$ cat config.mk
export PLATFORM = sky130hd
export DESIGN_NAME = vram_write_scheduler
export DESIGN_NICKNAME = d
export VERILOG_FILES = /design/src/rtl/vram_write_scheduler.sv
export SDC_FILE = /design/constraint.sdc
export NUM_CORES = 1
export LEC_CHECK = 0
export ABC_AREA = 1
export BUFFER_PORTS_ARGS = -buffer_cell sky130_fd_sc_hd__buf_2
export CORE_MARGIN = 2
export CORE_UTILIZATION = 45
export CTS_CLUSTER_SIZE = 30
export DETAILED_ROUTE_END_ITERATION = 12
export PLACE_DENSITY = 0.66
export SYNTH_ARGS = -nofsm -noshare
export SYNTH_HDL_FRONTEND = slang
export SYNTH_SLANG_ARGS = --single-unit
$ cat constraint.sdc
create_clock -name clk -period 4.8 [get_ports clk]
set_clock_uncertainty 0.1 [all_clocks]
set_input_delay 1.44 -clock clk [delete_from_list [all_inputs] [get_ports clk]]
set_output_delay 1.44 -clock clk [all_outputs]
set_load 0.01 [all_outputs]
$ cat src/rtl/vram_write_scheduler.sv
// vram_write_scheduler
//   Sole owner of the video RAM write port. Runs a full-screen clear sweep
//   after reset or on request, turns accepted touch samples into a square
//   brush stamp of (2*BRUSH_R+1)^2 pixels clipped at the screen edges, and
//   arbitrates between the two.
//
// Ports
//   clk, rst        clock; synchronous active-high reset
//   clear_req       one-cycle pulse requesting a full-screen clear
//   touch_valid     touch sample valid this cycle
//   touch_x/_y      touch column / row
//   brush_color     RGB565 stamp color, sampled when a stamp is accepted
//   vram_wr_ena     write strobe (registered)
//   vram_wr_addr    y*DISPLAY_WIDTH + x (registered)
//   vram_wr_data    write data, 0 when no write (registered)
//   busy            high while clearing or stamping (registered)
//   clearing        high while clearing (registered)
//
// All outputs are registered directly from the next-state logic, so the
// write for the state held in cycle n shows up on the port in cycle n+1.

module vram_write_scheduler #(
  parameter int          DISPLAY_WIDTH  = 240,
  parameter int          DISPLAY_HEIGHT = 320,
  parameter int          BRUSH_R        = 2,
  parameter logic [15:0] CLEAR_COLOR    = 16'h000F,
  parameter int          ADDR_W         = $clog2(DISPLAY_WIDTH * DISPLAY_HEIGHT)
) (
  input  logic              clk,
  input  logic              rst,
  input  logic              clear_req,
  input  logic              touch_valid,
  input  logic [8:0]        touch_x,
  input  logic [8:0]        touch_y,
  input  logic [15:0]       brush_color,
  output logic              vram_wr_ena,
  output logic [ADDR_W-1:0] vram_wr_addr,
  output logic [15:0]       vram_wr_data,
  output logic              busy,
  output logic              clearing
);

  localparam int                 L    = DISPLAY_WIDTH * DISPLAY_HEIGHT;
  localparam logic [ADDR_W-1:0]  LAST = ADDR_W'(L - 1);
  localparam logic [ADDR_W-1:0]  WA   = ADDR_W'(DISPLAY_WIDTH);
  localparam logic [9:0]         W10  = 10'(DISPLAY_WIDTH);
  localparam logic [9:0]         H10  = 10'(DISPLAY_HEIGHT);
  localparam logic signed [10:0] W11  = 11'(DISPLAY_WIDTH);
  localparam logic signed [10:0] H11  = 11'(DISPLAY_HEIGHT);
  // Offsets span -7..+7, so 5 signed bits are enough.
  localparam logic signed [4:0]  R5   = 5'(BRUSH_R);

  typedef enum logic [1:0] {
    S_CLEAR = 2'd0,
    S_IDLE  = 2'd1,
    S_STAMP = 2'd2
  } state_t;

  state_t            state, state_n;
  logic [ADDR_W-1:0] clr_cnt, clr_cnt_n;
  logic [8:0]        cx, cx_n, cy, cy_n;
  logic [15:0]       color, color_n;
  logic signed [4:0] dx, dx_n, dy, dy_n;

  // Last accepted point, used to drop repeated identical samples.
  logic              lp_valid, lp_valid_n;
  logic [8:0]        lp_x, lp_x_n, lp_y, lp_y_n;
  logic [15:0]       lp_color, lp_color_n;

  logic              ena_n, busy_n, clearing_n;
  logic [ADDR_W-1:0] addr_n;
  logic [15:0]       data_n;

  // Current stamp pixel; 11-bit signed so negative offsets off the top or
  // left edge stay distinguishable from large positive coordinates.
  logic signed [10:0] px, py;
  logic               pix_in;
  logic [ADDR_W-1:0]  stamp_addr;
  logic               touch_on_screen, touch_repeat;

  always_comb begin
    px         = $signed({2'b00, cx}) + 11'(dx);
    py         = $signed({2'b00, cy}) + 11'(dy);
    pix_in     = !px[10] && !py[10] && (px < W11) && (py < H11);
    stamp_addr = ADDR_W'(py[9:0]) * WA + ADDR_W'(px[9:0]);
  end

  assign touch_on_screen = ({1'b0, touch_x} < W10) && ({1'b0, touch_y} < H10);
  assign touch_repeat    = lp_valid && (touch_x == lp_x) && (touch_y == lp_y) &&
                           (brush_color == lp_color);

  always_comb begin
    state_n    = state;
    clr_cnt_n  = clr_cnt;
    cx_n       = cx;
    cy_n       = cy;
    color_n    = color;
    dx_n       = dx;
    dy_n       = dy;
    lp_valid_n = lp_valid;
    lp_x_n     = lp_x;
    lp_y_n     = lp_y;
    lp_color_n = lp_color;
    ena_n      = 1'b0;
    addr_n     = '0;
    data_n     = '0;
    busy_n     = 1'b0;
    clearing_n = 1'b0;

    case (state)
      S_CLEAR: begin
        // Sweep runs top address down to 0; clear_req and touches are
        // ignored so a sweep always completes once started.
        ena_n      = 1'b1;
        addr_n     = clr_cnt;
        data_n     = CLEAR_COLOR;
        busy_n     = 1'b1;
        clearing_n = 1'b1;
        if (clr_cnt == '0) begin
          state_n    = S_IDLE;
          lp_valid_n = 1'b0;
        end else begin
          clr_cnt_n = clr_cnt - 1'b1;
        end
      end

      S_IDLE: begin
        if (clear_req) begin
          state_n   = S_CLEAR;
          clr_cnt_n = LAST;
        end else if (touch_valid && touch_on_screen && !touch_repeat) begin
          cx_n       = touch_x;
          cy_n       = touch_y;
          color_n    = brush_color;
          dx_n       = -R5;
          dy_n       = -R5;
          lp_valid_n = 1'b1;
          lp_x_n     = touch_x;
          lp_y_n     = touch_y;
          lp_color_n = brush_color;
          state_n    = S_STAMP;
        end
      end

      S_STAMP: begin
        busy_n = 1'b1;
        // Clipped offsets still take their cycle so stamp length is fixed.
        if (pix_in) begin
          ena_n  = 1'b1;
          addr_n = stamp_addr;
          data_n = color;
        end
        if (clear_req) begin
          // This cycle's offset is still emitted above; the rest is dropped.
          state_n   = S_CLEAR;
          clr_cnt_n = LAST;
        end else if (dx == R5) begin
          dx_n = -R5;
          if (dy == R5) state_n = S_IDLE;
          else          dy_n    = dy + 5'sd1;
        end else begin
          dx_n = dx + 5'sd1;
        end
      end

      default: begin
        state_n   = S_CLEAR;
        clr_cnt_n = LAST;
      end
    endcase
  end

  always_ff @(posedge clk) begin
    if (rst) begin
      state        <= S_CLEAR;
      clr_cnt      <= LAST;
      cx           <= '0;
      cy           <= '0;
      color        <= '0;
      dx           <= '0;
      dy           <= '0;
      lp_valid     <= 1'b0;
      lp_x         <= '0;
      lp_y         <= '0;
      lp_color     <= '0;
      vram_wr_ena  <= 1'b0;
      vram_wr_addr <= '0;
      vram_wr_data <= '0;
      busy         <= 1'b0;
      clearing     <= 1'b0;
    end else begin
      state        <= state_n;
      clr_cnt      <= clr_cnt_n;
      cx           <= cx_n;
      cy           <= cy_n;
      color        <= color_n;
      dx           <= dx_n;
      dy           <= dy_n;
      lp_valid     <= lp_valid_n;
      lp_x         <= lp_x_n;
      lp_y         <= lp_y_n;
      lp_color     <= lp_color_n;
      vram_wr_ena  <= ena_n;
      vram_wr_addr <= addr_n;
      vram_wr_data <= data_n;
      busy         <= busy_n;
      clearing     <= clearing_n;
    end
  end

endmodule
==> run metrics, run 1 <==
Hold Crit Start lp_color[4]; reg2reg start dy[0]; area leader, netlist dfxtp_1; drt pass-1 iters 5; most frequent cells in the layout nand2_1, inv_1, dfxtp_1; Final Cycle Share 0.951; met3 usage 0.0374; Pwr Density 250 nW/um^2; # DRC 0; Yosys top cell area share 0.287; row count 45; Tot GR Track Use 0.212; I/O pins 74; Hold Vio Cnt, Final 0; Die Ht 129 um; CTS sink cnt 100; Worst R2R End vram_wr_addr[13]; Worst-Margin Slew 0.886 ns; Clock Latency Late Sink 0.36 ns; die width 129 um; PnR worst setup slack 0.235 ns; CP startpoint kind register; EDFF count, synth 0; Routed WL per cell 13.1 um; Setup Total Neg Slack 0 ns; Inst Count DP 1264; synthesis-to-layout area growth 15.2%; Leak 3.92 nW; Post-Layout Cell Count 1287; fillcell total 1547; antenna violations before repair 0; CTS Hold Bufs 0; ys async rst share 0; area of the multi-input gates 4390 um^2; ys flop type dfxtp_1; crit-path max cell delay 0.56 ns; commonest non-fill, non-tap cell in the layout nand2_1; required time of the critical path 5.00 ns; IO buf count 73; Worst Path Max Fanout 4; clock buffer count from CTS 9; Setup-failing EPs final 0; worst hold path type register to register; hold path depth 2; Slew Viols, Final 0; Yosys cell types 38; Mapped Area 6980 um^2; ranking of synthesized cells by area dfxtp_1, nand2_1, ha_1; final core occ 0.529; Hold Path End vram_wr_data[4]; Avg Inst Size Synth 6.89 um^2; Vias 6548; maximum achievable frequency 0.219 GHz; slowest CP cell fa_1; syn_nets 1120; busiest metal layer after global routing met2; CP Capture Type register; die area 16500 um^2; r2r setup slk 0.24 ns; GR Layer Usage met2 0.341; core footprint 15200 um^2; gate count of the mapped netlist 1013; worst r2r path cells 24; global-route wire length before repair 28100 um; WP data arrival 4.76 ns; CTS tree built; Worst-path clk slew 0.08 ns; starting DRC count in detailed routing 350; DP HPWL 13200 um; Ant. Diodes 0; most frequent CP cell nand2_1; remaining global-route overflow 0; Max IR drop VDD 183 uV; H-Tree Depth 3; register bit total from synthesis 100; GPL Wtd Cong 0.865; met1 global-route usage 0.288; Seq. cell area 2000 um^2; Setup CP Type register to register; normalized max-slew margin 0.410; outcome finished, final reports clean; root buf cell clkbuf_16; final worst path period need 4.56 ns; CTS Buffer Depth 2; Starting Density 0.459; Avg Vias per Cell 5.09; Nets 1201; CP Cell Sequence ha_4 > inv_1 > fa_2 > xnor2_2 > inv_1 > fa_1 > inv_2 > fa_1 > inv_1 > fa_2 > xnor2_1 > ha_1 > nand2_1 > nor2_1 > nand2_1 > nand3_2 > nand2_1 > nand2_1 > nand2_2 > nor2_4 > inv_2 > o21bai_1 > nand4_1 > a21oi_2; overall power 2.01 mW; DRT antenna net count 0; largest net degree at the start of global routing 39; final wirelength 16800 um; maxcap violations 0; pre-CTS WS 0.0477 ns; share of layout cells above drive strength 1 0.143; vias in the first global route 5995; Seq/Total Area, Yosys 0.287; yosys warns 0
==> registers in the layout (all words and copies together), names as in the netlist <==
register	cells
clearing	1
clr_cnt	17
vram_wr_ena	1
lp_valid	1
lp_x	9
lp_y	9
vram_wr_addr	17
lp_color	16
state	2
dy	5
busy	1
vram_wr_data	16
dx	5
==> cells by family after synthesis <==
| family | Yosys count | share of synthesized area |
|---|---|---|
| simple gates | 449 | 0.287 |
| buf+inv | 185 | 0.103 |
| compound gates | 162 | 0.124 |
| flops | 100 | 0.287 |
| fa+ha+maj | 70 | 0.141 |
| xor+xnor | 47 | 0.0590 |
==> where the power goes <==
part | internal (mW) | total (mW) | leakage, nW | switching (mW)
registers | 0.860 | 0.878 | 0.816 | 0.0185
clock network | 0.362 | 0.712 | 0.133 | 0.350
logic | 0.164 | 0.416 | 2.97 | 0.253
total | 1.39 | 2.01 | 3.92 | 0.621
==> per-stage QoR <==
stage | hold slack, ns | cell area, um^2
finish | 0.367 | 8040
global placement | 0.353 | 7570
CTS | 0.367 | 7860
detailed placement | 0.356 | 7570
global route | 0.400 | 8040
floorplan | 0.343 | 6980
==> synthesized netlist by cell type, types with 3 or more instances <==
cell      count
nand2_1     232
inv_1       160
dfxtp_1     100
a21oi_1      86
nand3_1      67
nor2_1       67
ha_1         54
o21ai_0      54
nand4_1      38
xor2_1       30
clkbuf_1     19
xnor2_1      17
fa_1         15
nor3_1       15
nor2_2       11
o21bai_1      7
nand3b_1      6
nor4_1        4
buf_6         3
o22ai_1       3
==> layer usage <==
layer	up-vias	share of wire	routed length, um
met1	2962	0.49	8280
met2	133	0.45	7590
li1	3433	-	-
met3	20	0.042	706
met4	0	0.015	245
met5	-	0	0
==> worst max-delay path by stage <==
stage	from	endpoint	slack, ns
final	dy[0]	vram_wr_addr[13]	0.24
after global routing	dy[0]	vram_wr_addr[13]	-0.09
after CTS	dy[0]	vram_wr_addr[13]	0.03
after detailed placement	dy[0]	vram_wr_addr[13]	0.05
after global placement	dy[4]	vram_wr_addr[16]	0.14
after floorplan	lp_y[0]	vram_wr_addr[13]	0.17
==> critical path: cells and delay by family (launching register included) <==
kind                       cells  cell delay (ns)
AOI/OAI and AO/OA              2             0.30
xor gates and xnor gates       2             0.35
adders and majority gates      6             2.27
buffers and inverters          5             0.30
DFF                            1             0.37
and+or+nand+nor                9             0.81
==> final cells by class <==
| class | count | share of cell area |
|---|---|---|
| repair buffers | 93 | 0.0646 |
| well taps | 188 | 0.0292 |
| clock buffers | 10 | 0.0285 |
| flip-flops and latches | 100 | 0.249 |
| clock inverters | 6 | 0.00684 |
| multi-input cells | 728 | 0.546 |
| inverters | 162 | 0.0756 |
==> timing repair <==
action | CTS | global route
setup buffers | 0 | 7
endpoints found under the setup margin | 0 | 7
gates resized for setup | 0 | 32
hold endpoints to repair | 0 | 0
Power figures use the tool's default switching activity.
==> inputs of run 2 (changes only) <==
- BUFFER_PORTS_ARGS: -buffer_cell sky130_fd_sc_hd__buf_2 -> -buffer_cell sky130_fd_sc_hd__clkbuf_2
- SKIP_LAST_GASP: not set -> 1
==> run 2 against run 1 <==
Register-to-register slack gained 0.05 ns; global-route usage is 0.41 points lower; utilization shrank 0.61 points; combinational power fell by 5.0%; largest cell class unchanged; largest power group unchanged.
==> run metrics, run 2 (same netlist as run 1, synthesis figures left out) <==
CP Cell Sequence ha_2 > inv_1 > fa_2 > xnor2_2 > inv_1 > fa_1 > inv_1 > fa_1 > inv_1 > fa_2 > inv_1 > ha_4 > nand2_1 > nor2_1 > nand2_1 > nand3_1 > nand2_1 > nand2_1 > nand2_1 > nor2_4 > inv_1 > o21bai_1 > nand4_1 > a21oi_1; CP endpoint vram_wr_addr[13]; row count 45 (unchanged); CTS sink cnt 100 (unchanged); clock buffer count from CTS 9 (unchanged); final worst path period need 4.52 ns (-0.0491 ns); most frequent cells in the layout nand2_1, inv_1, dfxtp_1; Tot GR Track Use 0.207 (-0.00408); outcome finished, final reports clean; H-Tree Depth 3 (unchanged); worst hold path type register to register; slowest CP cell fa_1; Nets 1195 (-0.50%); Worst R2R End vram_wr_addr[13]; die width 129 um (unchanged); DRT antenna net count 0 (unchanged); largest registers clr_cnt x17, vram_wr_addr x17; CTS Hold Bufs 0 (unchanged); Die Ht 129 um (unchanged); starting DRC count in detailed routing 322 (-8.0%); Starting Density 0.459 (unchanged); Final Cell Area 7950 um^2 (-1.2%); worst r2r path cells 24 (unchanged); commonest non-fill, non-tap cell in the layout nand2_1; Hold Vio Cnt, Final 0 (unchanged); Routed WL per cell 13.1 um (+0.27%); crit-path max cell delay 0.53 ns (-0.03 ns); CP startpoint lp_y[0]; Setup CP Type register to register; CP startpoint kind register; Avg Vias per Cell 5.05 (-0.81%); DP HPWL 13200 um (-0.63%); area of the multi-input gates 4350 um^2 (-0.94%); Ant. Diodes 0 (unchanged); maxcap violations 0 (unchanged); Worst-Margin Slew 0.775 ns (-0.110 ns); Pwr Density 250 nW/um^2 (about the same); final core occ 0.523 (-0.00609); PnR worst setup slack 0.284 ns (+0.0491 ns); pre-CTS WS 0.0798 ns (+0.0321 ns); # DRC 0 (unchanged); root buf cell clkbuf_16; placed cell area 7570 um^2 (about the same); Hold Worst Slack 0.366 ns (-0.000653 ns); Worst-path clk slew 0.07 ns (about the same); reg2reg start lp_y[0]; maximum achievable frequency 0.221 GHz (+1.1%); drt pass-1 iters 5 (unchanged); Leak 3.90 nW (-0.53%); CTS tree built; global-route wire length before repair 27500 um (-2.3%); Seq. cell area 2000 um^2 (about the same); r2r setup slk 0.28 ns (+0.05 ns); CTS Buffer Depth 2 (unchanged); Setup-failing EPs final 0 (unchanged); required time of the critical path 5.00 ns (about the same); remaining global-route overflow 0 (unchanged); vias in the first global route 5770 (-3.8%); WP data arrival 4.71 ns (-0.05 ns); core footprint 15200 um^2 (unchanged); Final Cycle Share 0.941 (-0.0102); fillcell total 1559 (+0.78%); final wirelength 16800 um (-0.20%); Max IR drop VDD 179 uV (-2.6%); IO buf count 73 (unchanged); synthesis-to-layout area growth 13.9%; I/O pins 74 (unchanged); die area 16500 um^2 (unchanged); Slew Viols, Final 0 (unchanged); overall power 1.98 mW (-1.1%); most frequent CP cell inv_1; Clock Latency Late Sink 0.36 ns (about the same); normalized max-slew margin 0.483 (+0.0735); Vias 6465 (-1.3%); largest net degree at the start of global routing 40 (+2.6%); share of layout cells above drive strength 1 0.129 (-0.0139); GPL Wtd Cong 0.874 (+1.1%); antenna violations before repair 0 (unchanged); Worst Path Max Fanout 6 (+2); CP Capture Type register
## run 2: cell types whose count changed in the layout (fill, tap and decap cells not counted), sizes merged
cell	before	now
inv	164	165
clkbuf	10	83
clkinvlp	2	1
buf	93	14
## run 2: worst max-delay path, delay by kind of cell (launching register included)
| family | cells | cell delay [ns] |
|---|---|---|
| adders and majority gates | 6 | 2.44 |
| and+or+nand+nor | 9 | 0.75 |
| buffers and inverters | 6 | 0.40 |
| DFF | 1 | 0.34 |
| AOI/OAI and AO/OA | 2 | 0.25 |
| xor gates and xnor gates | 1 | 0.16 |
## run 2: worst min path at each step
stage	startpoint	endpoint	slack (ns)	cells after the start
final	lp_color[6]	vram_wr_data[6]	0.37	2
after global routing	lp_color[4]	vram_wr_data[4]	0.38	2
after CTS	lp_color[4]	vram_wr_data[4]	0.37	2
after detailed placement	lp_color[4]	vram_wr_data[4]	0.35	2
after global placement	lp_color[6]	vram_wr_data[6]	0.35	2
after floorplan	lp_color[4]	vram_wr_data[4]	0.34	2
## run 2: report_power, final
group	leakage (nW)	internal [mW]	total, mW	switching (mW)
Combinational	2.95	0.149	0.395	0.246
Clock	0.136	0.362	0.710	0.348
Sequential	0.815	0.860	0.879	0.0195
## run 2: layout make-up
cell class                 instances  area share
clock inverter                     6     0.00677
multi-input combinational        728       0.547
clock buffer                      10      0.0288
tap                              188      0.0296
sequential                       100       0.252
inverter                         162      0.0765
timing repair buffer              87      0.0592
## run 2: metrics by stage
stage          setup TNS (ns)  std cells
5_1_grt               -0.0998       1281
4_1_cts                     0       1279
2_1_floorplan               0       1013
3_3_place_gp                0       1263
3_5_place_dp                0       1263
6_report                    0       1281
## run 2: repair_timing
item | 4_1_cts | 5_1_grt
hold endpoints to repair | 0 | 0
setup endpoints to repair | 0 | 7
buffers inserted | 0 | 2
resized for setup | 0 | 21
## run 2: metal layers
layer | share of wire | track usage
met1 | 0.50 | 0.284
met2 | 0.45 | 0.337
met3 | 0.043 | 0.0383
met4 | 0.012 | 0.0569
met5 | 0 | 0
==> inputs of run 3 (changes only) <==
- MAX_ROUTING_LAYER: not set -> met4
==> run 3 against run 2 <==
Flip-flop and latch count unchanged; highest routed layer unchanged; non-clock buffer count is the same; critical endpoint is now vram_wr_addr[14]; critical path type unchanged; count of clock-buffer cells in the layout unchanged; register-to-register slack is essentially flat; global-route usage is 0.60 points higher.
==> run metrics, run 3 (same netlist as run 1, synthesis figures left out) <==
outcome finished, final reports clean; global-route wire length before repair 27500 um (about the same); Pwr Density 249 nW/um^2 (-0.13%); Nets 1195 (unchanged); die area 16500 um^2 (unchanged); share of layout cells above drive strength 1 0.129 (unchanged); row count 45 (unchanged); CP Capture Type register; synthesis-to-layout area growth 13.7%; DRT antenna net count 0 (unchanged); Die Ht 129 um (unchanged); Slew Viols, Final 0 (unchanged); core footprint 15200 um^2 (unchanged); Hold Worst Slack 0.366 ns (-0.000466 ns); r2r setup slk 0.30 ns (about the same); worst hold path type register to register; Worst Path Max Fanout 6 (unchanged); vias in the first global route 5768 (-0.035%); I/O pins 74 (unchanged); commonest non-fill, non-tap cell in the layout nand2_1; Setup CP Type register to register; Clock Latency Late Sink 0.36 ns (about the same); overall power 1.98 mW (-0.25%); Internal 1.37 mW (-0.13%); Max IR drop VDD 176 uV (-1.4%); maximum achievable frequency 0.222 GHz (+0.27%); Final Cycle Share 0.938 (-0.00252); Post-Layout Cell Count 1281 (unchanged); clock share of power 0.358 (about the same); most frequent cells in the layout nand2_1, inv_1, dfxtp_1; CTS sink cnt 100 (unchanged); RSZ-0062 raised after global routing true; CP startpoint kind register; final worst path period need 4.50 ns (-0.0121 ns); WP data arrival 4.69 ns (-0.02 ns); remaining global-route overflow 0 (unchanged); IO buf count 73 (unchanged); normalized max-slew margin 0.473 (-0.00961); largest net degree at the start of global routing 40 (unchanged); Vias 6459 (-0.093%); antenna violations before repair 0 (unchanged); Routed WL per cell 13.1 um (about the same); DP HPWL 13200 um (unchanged); Reg power frac 0.444 (about the same); Setup-failing EPs final 0 (unchanged); H-Tree Depth 3 (unchanged); required time of the critical path 4.99 ns (about the same); CTS Hold Bufs 0 (unchanged); combinational share of power 0.198 (about the same); final core occ 0.522 (-0.000658); Starting Density 0.459 (unchanged); starting DRC count in detailed routing 323 (+0.31%); Worst-path clk slew 0.07 ns (about the same); Avg Vias per Cell 5.04 (about the same); CTS Buffer Depth 2 (unchanged); Ant. Diodes 0 (unchanged); fillcell total 1559 (unchanged); Tot GR Track Use 0.214 (+0.00602); Hold Vio Cnt, Final 0 (unchanged); die width 129 um (unchanged); Sw Share 0.308 (-0.000825); Inst Count DP 1263 (unchanged); Leak 3.90 nW (about the same); # DRC 0 (unchanged); clock buffer count from CTS 9 (unchanged); largest registers clr_cnt x17, vram_wr_addr x17; final wirelength 16800 um (about the same); drt pass-1 iters 5 (unchanged); maxcap violations 0 (unchanged); root buf cell clkbuf_16; Worst-Margin Slew 0.790 ns (+0.0144 ns); GPL Wtd Cong 0.889 (+1.6%); Psw 0.610 mW (-0.52%); CTS tree built
[run 3: cell counts in the layout (fill, tap and decap cells not counted)]
No cell type changed its count.
[run 3: routing by layer]
layer | GRT usage | up-vias | wire [um]
met5 | - | - | 0
met2 | 0.337 | 128 | 7550
met4 | 0.0588 | 0 | 184
met1 | 0.285 | 2884 | 8370
met3 | 0.0349 | 14 | 691
li1 | - | 3433 | -
[run 3: power by group through the flow]
stage               clock, mW  combinational, mW  sequential [mW]
floorplan                   0              0.263            0.903
global placement            0              0.378            0.899
detailed placement          0              0.380            0.899
CTS                     0.728              0.383            0.879
global route            0.757              0.448            0.883
finish                  0.708              0.392            0.879
[run 3: final timing paths]
check                    from          endpoint  cells after the start
hold / removal    lp_color[6]   vram_wr_data[6]                      2
setup reg to reg      lp_y[0]  vram_wr_addr[14]                     24
hold reg to reg   lp_color[6]   vram_wr_data[6]                      2
setup / recovery      lp_y[0]  vram_wr_addr[14]                     24
[run 3: worst max-delay path, stage by stage, from the launching register on]
cell and delay [ns]:
dfxtp_1 0.34, ha_2 0.19, inv_1 0.07, fa_2 0.38, xnor2_2 0.15, buf_4 0.16
ha_1 0.32, xor2_1 0.18, fa_1 0.52, inv_1 0.04, ha_2 0.32, nand3_1 0.11
nand3_2 0.08, xor2_1 0.15, ha_1 0.33, nand2_1 0.09, o21ai_1 0.13, nor2_1 0.06
nor2_1 0.12, nand2_1 0.12, inv_1 0.11, nand3_1 0.07, nand2_1 0.06, nand4_1 0.09
a21oi_1 0.14
[run 3: area by class of cell]
cell class	instances	area, um^2	area share
clock buffer	10	229	0.0288
inverter	162	608	0.0766
multi-input combinational	728	4340	0.547
timing repair buffer	87	470	0.0592
clock inverter	6	53.8	0.00677
sequential	100	2000	0.252
tap	188	235	0.0296
[run 3: what timing repair did]
item	4_1_cts	5_1_grt
gates resized for setup	0	20
setup endpoints to repair	0	7
setup buffers	0	2
[run 3: per-stage QoR]
stage          TNS, ns  setup WS [ns]  cell area, um^2
2_1_floorplan        0          0.166             6980
3_3_place_gp         0          0.145             7570
3_5_place_dp         0         0.0798             7570
4_1_cts              0         0.0678             7850
5_1_grt         -0.122        -0.0517             7940
6_report             0          0.297             7940
